File: config.mk
export PLATFORM = sky130hd
export DESIGN_NAME = ps2_host_tx
export DESIGN_NICKNAME = d
export VERILOG_FILES = /design/src/rtl/ps2_pkg.sv /design/src/rtl/ps2_clk_edge.sv /design/src/rtl/ps2_host_tx.sv
export SDC_FILE = /design/constraint.sdc
export NUM_CORES = 1
export LEC_CHECK = 0
export CAP_MARGIN = 20
export CORE_ASPECT_RATIO = 1.4
export CORE_MARGIN = 1
export CORE_UTILIZATION = 55
export DETAILED_ROUTE_END_ITERATION = 8
export PLACE_DENSITY = 0.77
export SLEW_MARGIN = 0
export SYNTH_ARGS = -nofsm -noshare
export SYNTH_HDL_FRONTEND = slang
export SYNTH_HIERARCHICAL = 1
export SYNTH_SLANG_ARGS = --single-unit
File: constraint.sdc
create_clock -name clk -period 3.9 [get_ports clk]
set_input_delay 0.585 -clock clk [delete_from_list [all_inputs] [get_ports clk]]
set_output_delay 0.585 -clock clk [all_outputs]
set_load 0.05 [all_outputs]
File: src/rtl/ps2_pkg.sv
// rtl/ps2_pkg.sv - PS/2 frame states, frame constants and parity helper
package ps2_pkg;

    typedef enum logic [2:0] {
        IDLE,
        INHIBIT,
        REQ,
        DATA,
        PARITY,
        STOP,
        ACK,
        RELEASE
    } ps2_state_e;

    localparam int DATA_BITS   = 8;
    localparam int PARITY_EDGE = 9;
    localparam int STOP_EDGE   = 10;
    localparam int ACK_EDGE    = 11;

    // PS/2 frames carry odd parity: the parity bit makes the total count of ones odd.
    function automatic logic odd_parity(input logic [7:0] i_byte);
        return ~^i_byte;
    endfunction

endpackage

File: src/rtl/ps2_clk_edge.sv
// rtl/ps2_clk_edge.sv - registers a debounced PS/2 line and flags its falling/rising edges
module ps2_clk_edge (
    input  logic clk,
    input  logic reset,
    input  logic i_line,
    output logic o_fall,
    output logic o_rise
);

    logic r_line_q;

    // Idle level of an open-drain PS/2 line is high.
    always_ff @(posedge clk) begin
        if (reset) begin
            r_line_q <= 1'b1;
        end else begin
            r_line_q <= i_line;
        end
    end

    assign o_fall = r_line_q & ~i_line;
    assign o_rise = ~r_line_q & i_line;

endmodule

File: src/rtl/ps2_host_tx.sv
// rtl/ps2_host_tx.sv - PS/2 host-to-device command transmitter with request-to-send and timeout
module ps2_host_tx
    import ps2_pkg::*;
#(
    parameter int INHIBIT_CYCLES = 1000,
    parameter int TIMEOUT_CYCLES = 150000
) (
    input  logic       clk,
    input  logic       reset,
    input  logic       ps2_clk,
    input  logic       ps2_data,
    output logic       ps2_clk_oe,
    output logic       ps2_data_oe,
    input  logic [7:0] tx_data,
    input  logic       tx_valid,
    output logic       tx_ready,
    output logic       busy,
    output logic       tx_done,
    output logic       tx_error,
    output logic       tx_nack
);

    localparam int CNT_MAX = (INHIBIT_CYCLES > TIMEOUT_CYCLES) ? INHIBIT_CYCLES : TIMEOUT_CYCLES;
    localparam int CW      = $clog2(CNT_MAX + 1);

    localparam logic [CW-1:0] INH_LAST  = CW'(INHIBIT_CYCLES - 1);
    localparam logic [CW-1:0] INH_PRE   = CW'((INHIBIT_CYCLES >= 2) ? INHIBIT_CYCLES - 2 : 0);
    localparam logic [CW-1:0] TOUT_LAST = CW'(TIMEOUT_CYCLES - 1);

    ps2_state_e      r_state,  w_state_n;
    logic [CW-1:0]   r_cnt,    w_cnt_n;
    logic [7:0]      r_shift,  w_shift_n;
    logic            r_parity, w_parity_n;
    logic [3:0]      r_edge,   w_edge_n;
    logic            r_clk_oe, w_clk_oe_n;
    logic            r_data_oe, w_data_oe_n;
    logic            r_done,   w_done_n;
    logic            r_error,  w_error_n;
    logic            r_nack,   w_nack_n;

    logic            w_fall;
    logic            w_rise_unused;
    logic            w_tout;
    logic            w_abort;

    ps2_clk_edge u_clk_edge (
        .clk    (clk),
        .reset  (reset),
        .i_line (ps2_clk),
        .o_fall (w_fall),
        .o_rise (w_rise_unused)
    );

    // Counter reaches TIMEOUT_CYCLES on the next edge without a device clock edge.
    assign w_tout = ~w_fall & (r_cnt == TOUT_LAST);

    always_comb begin
        w_state_n   = r_state;
        w_cnt_n     = r_cnt + CW'(1);
        w_shift_n   = r_shift;
        w_parity_n  = r_parity;
        w_edge_n    = r_edge;
        w_clk_oe_n  = r_clk_oe;
        w_data_oe_n = r_data_oe;
        w_done_n    = 1'b0;
        w_error_n   = 1'b0;
        w_nack_n    = r_nack;
        w_abort     = 1'b0;

        if (r_state != IDLE && r_state != INHIBIT && w_fall) begin
            w_cnt_n = '0;
        end

        case (r_state)
            IDLE: begin
                w_cnt_n = '0;
                if (tx_valid) begin
                    w_shift_n   = tx_data;
                    w_parity_n  = odd_parity(tx_data);
                    w_nack_n    = 1'b0;
                    w_clk_oe_n  = 1'b1;
                    w_data_oe_n = (INHIBIT_CYCLES == 1);
                    w_state_n   = INHIBIT;
                end
            end
            INHIBIT: begin
                // Data goes low one cycle before the clock is released (request-to-send).
                if (r_cnt == INH_LAST) begin
                    w_clk_oe_n  = 1'b0;
                    w_data_oe_n = 1'b1;
                    w_cnt_n     = '0;
                    w_edge_n    = '0;
                    w_state_n   = REQ;
                end else if (INHIBIT_CYCLES >= 2 && r_cnt == INH_PRE) begin
                    w_data_oe_n = 1'b1;
                end
            end
            REQ: begin
                if (w_fall) begin
                    w_data_oe_n = ~r_shift[0];
                    w_shift_n   = {1'b0, r_shift[7:1]};
                    w_edge_n    = 4'd1;
                    w_state_n   = DATA;
                end else if (w_tout) begin
                    w_abort = 1'b1;
                end
            end
            DATA: begin
                if (w_fall) begin
                    w_data_oe_n = ~r_shift[0];
                    w_shift_n   = {1'b0, r_shift[7:1]};
                    w_edge_n    = r_edge + 4'd1;
                    if (r_edge == 4'(DATA_BITS - 1)) begin
                        w_state_n = PARITY;
                    end
                end else if (w_tout) begin
                    w_abort = 1'b1;
                end
            end
            PARITY: begin
                if (w_fall) begin
                    w_data_oe_n = ~r_parity;
                    w_edge_n    = 4'(PARITY_EDGE);
                    w_state_n   = STOP;
                end else if (w_tout) begin
                    w_abort = 1'b1;
                end
            end
            STOP: begin
                if (w_fall) begin
                    w_data_oe_n = 1'b0;
                    w_edge_n    = 4'(STOP_EDGE);
                    w_state_n   = ACK;
                end else if (w_tout) begin
                    w_abort = 1'b1;
                end
            end
            ACK: begin
                if (w_fall) begin
                    w_edge_n = 4'(ACK_EDGE);
                    if (!ps2_data) begin
                        w_state_n = RELEASE;
                    end else begin
                        w_error_n = 1'b1;
                        w_nack_n  = 1'b1;
                        w_state_n = IDLE;
                    end
                end else if (w_tout) begin
                    w_abort = 1'b1;
                end
            end
            RELEASE: begin
                if (ps2_clk && ps2_data) begin
                    w_done_n  = 1'b1;
                    w_state_n = IDLE;
                end else if (w_tout) begin
                    w_abort = 1'b1;
                end
            end
            default: begin
                w_state_n = IDLE;
            end
        endcase

        if (w_abort) begin
            w_clk_oe_n  = 1'b0;
            w_data_oe_n = 1'b0;
            w_error_n   = 1'b1;
            w_nack_n    = 1'b1;
            w_state_n   = IDLE;
        end
    end

    always_ff @(posedge clk) begin
        if (reset) begin
            r_state   <= IDLE;
            r_cnt     <= '0;
            r_shift   <= '0;
            r_parity  <= 1'b0;
            r_edge    <= '0;
            r_clk_oe  <= 1'b0;
            r_data_oe <= 1'b0;
            r_done    <= 1'b0;
            r_error   <= 1'b0;
            r_nack    <= 1'b0;
        end else begin
            r_state   <= w_state_n;
            r_cnt     <= w_cnt_n;
            r_shift   <= w_shift_n;
            r_parity  <= w_parity_n;
            r_edge    <= w_edge_n;
            r_clk_oe  <= w_clk_oe_n;
            r_data_oe <= w_data_oe_n;
            r_done    <= w_done_n;
            r_error   <= w_error_n;
            r_nack    <= w_nack_n;
        end
    end

    assign ps2_clk_oe  = r_clk_oe;
    assign ps2_data_oe = r_data_oe;
    assign tx_ready    = (r_state == IDLE);
    assign busy        = (r_state != IDLE);
    assign tx_done     = r_done;
    assign tx_error    = r_error;
    assign tx_nack     = r_nack;

endmodule

==> Word-level counts from Yosys, hierarchy flattened <==
Cells that the tools add are included.
{ "op_classes": {"eq_ne": 26, "shift": 0, "add_sub_neg": 2, "n_mux": 47, "bitwise": 7, "n_div": 0, "multipliers": 0, "n_lt_le_gt_ge": 0, "reduce_logical": 22} }
{ "ops": {"columns": ["cell", "n"], "rows": [
  ["18-bit by 10-bit == test with 1-bit output (second input constant)", 2],
  ["18-bit two-way mux", 2],
  ["18-bit case mux with 2 select lines", 1],
  ["3-bit two-way mux", 10],
  ["4-bit two-way mux", 6],
  ["3-bit case mux with 8 select lines", 1],
  ["4-bit case mux with 6 select lines", 1],
  ["1-bit two-way mux", 19],
  ["18-bit by 1-bit adder with 18-bit output (second input constant)", 1],
  ["18-bit == test (second input constant)", 1],
  ["2-bit inequality test (second input constant)", 9],
  ["8-bit two-way mux", 2],
  ["8-bit case mux with 2 select lines", 1],
  ["3-bit == test (second input constant)", 4],
  ["3-bit inequality test (second input constant)", 3],
  ["9-bit AND reduction", 1],
  ["8-bit XNOR reduction", 1],
  ["7-bit AND reduction", 1],
  ["3-bit by 2-bit == test with 1-bit output (second input constant)", 2],
  ["1-bit case mux with 2 select lines", 3],
  ["3-bit AND reduction", 2],
  ["6-bit AND reduction", 1],
  ["3-bit nonzero test", 2],
  ["6-bit nonzero test", 1],
  ["other kinds (17)", 27]
]} }
{ "totals": {"wordCells": 115, "in_bits": 13, "ff_bits": 40, "latch_bits": 0, "ram_bits": 0, "memories": 0, "output_inout_bits": 7, "mem_bits_ro": 0} }

==> Longest topological paths before layout <==
{ "logic_depth": {"word_depth": 9, "mapped_depth": 8, "depth_no_buf": 6} }

==> By module <==
The synthesis kept the hierarchy.
{ "modules_own_cells": {"columns": ["mod", "cells_per_inst", "n_inst", "area_per_inst_um2", "seq_area_each_um2"], "rows": [
  ["ps2_host_tx", 243, 1, 2068.2, 780.7],
  ["ps2_clk_edge", 4, 1, 40.0, 20.0]
]} }

==> Least setup slack after synthesis <==
OpenSTA, ideal clock, no wires.
{ "synth_path": {"path_type": "reg2out", "startpoint": "register r_state[1]", "endpoint": "output port busy", "t_required_ns": 3.315, "stages_incl_launch_ff": 3, "path_slack_ns": 1.045, "arrival_ns": 2.270, "path_buffers": 0, "cell_sequence": "dfxtp_1 > nor3_1 > inv_1"} }
{ "synth_between": {"elab_chain_len": 1} }
{ "synth_lines": {"columns": ["item", "line", "source"], "rows": [
  ["from (decl)", "ps2_host_tx.sv:30", "ps2_state_e r_state, w_state_n;"],
  ["from (signal assigned)", "ps2_host_tx.sv:187", "r_state <= w_state_n;"],
  ["3-bit nonzero test", "ps2_host_tx.sv:203", "assign busy = (r_state != IDLE);"],
  ["to (decl)", "ps2_host_tx.sv:17", "output logic busy,"]
]} }
No other way between the ends.

==> Worst setup path after layout <==
{ "layout_path": {"startpoint": "register r_state[0]", "endpoint": "output port tx_ready"} }
{ "layout_between": {"elab_chain_len": 1} }
{ "layout_lines": {"columns": ["item", "line", "source"], "rows": [
  ["3-bit logical NOT", "ps2_host_tx.sv:202", "assign tx_ready = (r_state == IDLE);"],
  ["to (decl)", "ps2_host_tx.sv:16", "output logic tx_ready,"]
]} }
No other way between the ends.

==> impl_metrics.yaml <==
outcome:
  run_status: "finished, final reports clean"
clocking:
  clock_buffer_count_from_cts: 5
  register_clock_pin_slew_on_the_reported_worst_setup_and_hold_paths_ns: 0.08
  cts_sinks: 40
  tritoncts: "yes"
  cts_post_setup_buffers_inserted: 0
  cts.root.buffer_cell: "sky130_fd_sc_hd__clkbuf_8"
  hold_buffers: 0
  cts_buffer_depth: 2
  htree_levels: 2
  insertion_delay_ns: 0.29
  cts_resized: 0
setup_path:
  cp-end-kind: "primary output"
  worst_ep_arrival_time_ns: 2.32
  worst-path-max-fanout: 22
  critPathLaunchType: "flop"
  critPathRequiredTime_ns: 3.31
  criticalPathCategory: "reg -> out"
routing:
  post-route-drc-count: 0
  vias: 1781
  totalWireLength_um: 4350
  drt_pre_antenna_iters: 4
  drt-wirelength-per-cell_um: 14.4
  vias_per_cell: 5.90
  post_route_antenna_net_violation_count: 0
  first_iter_violations: 74
floorplan:
  die_area_mm2: 0.00408
  num_rows: 26
  ios: 20
  die_height_um: 75.1
  design.core.area_mm2: 0.00364
  die_width_um: 54.3
  floorplan.initialDensity: 0.577
finish:
  area_growth_pct: 14.5
  utilization: 0.660
  layout.nets: 275
  insertedDiodeCount: 0
  layout-drive-gt1-share: 0.0731
  filler_cell_count: 321
pwr:
  power.leakage_nw: 0.871
  max-vdd-ir-drop_uv: 287
  power.density_cell_area_mw_per_mm2: 363
grt:
  gr-usage-all-layers: 0.237
  grt_first_pass_wirelength_um: 7160
  number_of_global_route_vias_before_repair: 1658
  grt_start_max_net_pins: 23
  grt.overflow.total: 0
  initial_antenna_violation_count: 0
place:
  routabilityCongestion: 0.890
  buffer_ports.inserted: 19
  hpwlAfterDp_um: 3110
synthesis:
  syn_area_per_cell_um2: 8.54
  syn_inst: 246
  yosys_warnings: 6
  synth_nets: 262
  synthesis.area_mm2: 0.00210
timing:
  hold_violations: 0
  max_clock_freq_mhz: 345
  timing_worst_slew_pin_value_ns: 0.735
  timing.slew.headroom: 0.510
  rsz0062_at_grt: "false"
  timing.final.max_slew_violations: 0
  setup-violations-final: 0
  worst_clock_skew_on_the_final_layout_ns: 0.00411
  fin_tns_setup_ns: 0
  ratio_of_final_minimum_period_to_clock_period: 0.744
  period_needed_ns: 2.90
hold_path:
  hold_path.class: "reg -> reg"
flow_run:
  drv.max_cap_violation_count: 0
[final cells by class]
class	count	area [µm²]	share of cell area
timing repair buffer	20	198	0.0822
sequential	40	801	0.333
clock inverter	2	38.8	0.0161
multi-input combinational	185	1210	0.502
clock buffer	6	82.6	0.0343
inverter	7	26.3	0.0109
tap	42	52.6	0.0218
[state kept, by name, summed over array words and instances (netlist names)]
signal / cells
tx_nack: 1
ps2_clk_oe: 1
r_shift: 8
r_parity: 1
ps2_data_oe: 1
u_clk_edge/r_line_q: 1
r_cnt: 18
tx_error: 1
r_state: 3
r_edge: 4
tx_done: 1
[metal layers]
metal	GRT usage	up-vias	routed length, µm
met3	0.0424	11	112
met5	0	-	0
met1	0.262	839	1850
li1	-	903	-
met4	0.0712	0	74
met2	0.442	28	2310
[path summary, 6_finish.rpt]
check                                start   endpoint  slack (ns)  cells past startpoint
worst max-delay path            r_state[0]   tx_ready         1.0                      2
worst min register to register    r_parity   r_parity        0.46                      2
worst max register to register    r_cnt[9]  r_cnt[14]        1.41                      5
worst min-delay path              r_parity   r_parity        0.46                      2
[critical path, stage by stage, from the launching register on]
cell and delay, ns:
sky130_fd_sc_hd__dfxtp_1 0.50, sky130_fd_sc_hd__nor3_1 0.60, sky130_fd_sc_hd__clkdlybuf4s50_1 0.92
[per-stage QoR]
step | cell area [µm²] | hold slack, ns | cells | setup slack [ns] | power, mW
floorplan | 2100 | 0.426 | 246 | 1.04 | 0.495
global placement | 2280 | 0.445 | 294 | 1.28 | 0.527
detailed placement | 2280 | 0.450 | 294 | 1.23 | 0.528
CTS | 2410 | 0.460 | 302 | 0.997 | 0.879
global route | 2410 | 0.490 | 302 | 0.850 | 0.905
finish | 2410 | 0.461 | 302 | 1.00 | 0.874
[where the power goes]
| part | total [mW] | internal [mW] | switching [mW] |
|---|---|---|---|
| clock network | 0.355 | 0.209 | 0.146 |
| logic | 0.0902 | 0.0404 | 0.0498 |
| registers | 0.428 | 0.419 | 0.00905 |
[cell usage in the layout, fill, tap and decap left out, types with 4 or more instances in the layout]
cell type	count
sky130_fd_sc_hd__and3_1	5
sky130_fd_sc_hd__nand2_1	11
sky130_fd_sc_hd__nand4_1	4
sky130_fd_sc_hd__a21oi_1	20
sky130_fd_sc_hd__clkdlybuf4s50_1	19
sky130_fd_sc_hd__xnor2_1	17
sky130_fd_sc_hd__nor3_1	8
sky130_fd_sc_hd__inv_1	7
sky130_fd_sc_hd__o21ai_0	8
sky130_fd_sc_hd__nand3_1	11
sky130_fd_sc_hd__a211oi_1	8
sky130_fd_sc_hd__clkbuf_8	6
sky130_fd_sc_hd__dfxtp_1	40
sky130_fd_sc_hd__xor2_1	5
sky130_fd_sc_hd__nor2_1	34
sky130_fd_sc_hd__mux2i_1	7
Note: power is estimated with default switching activity, not from simulation.
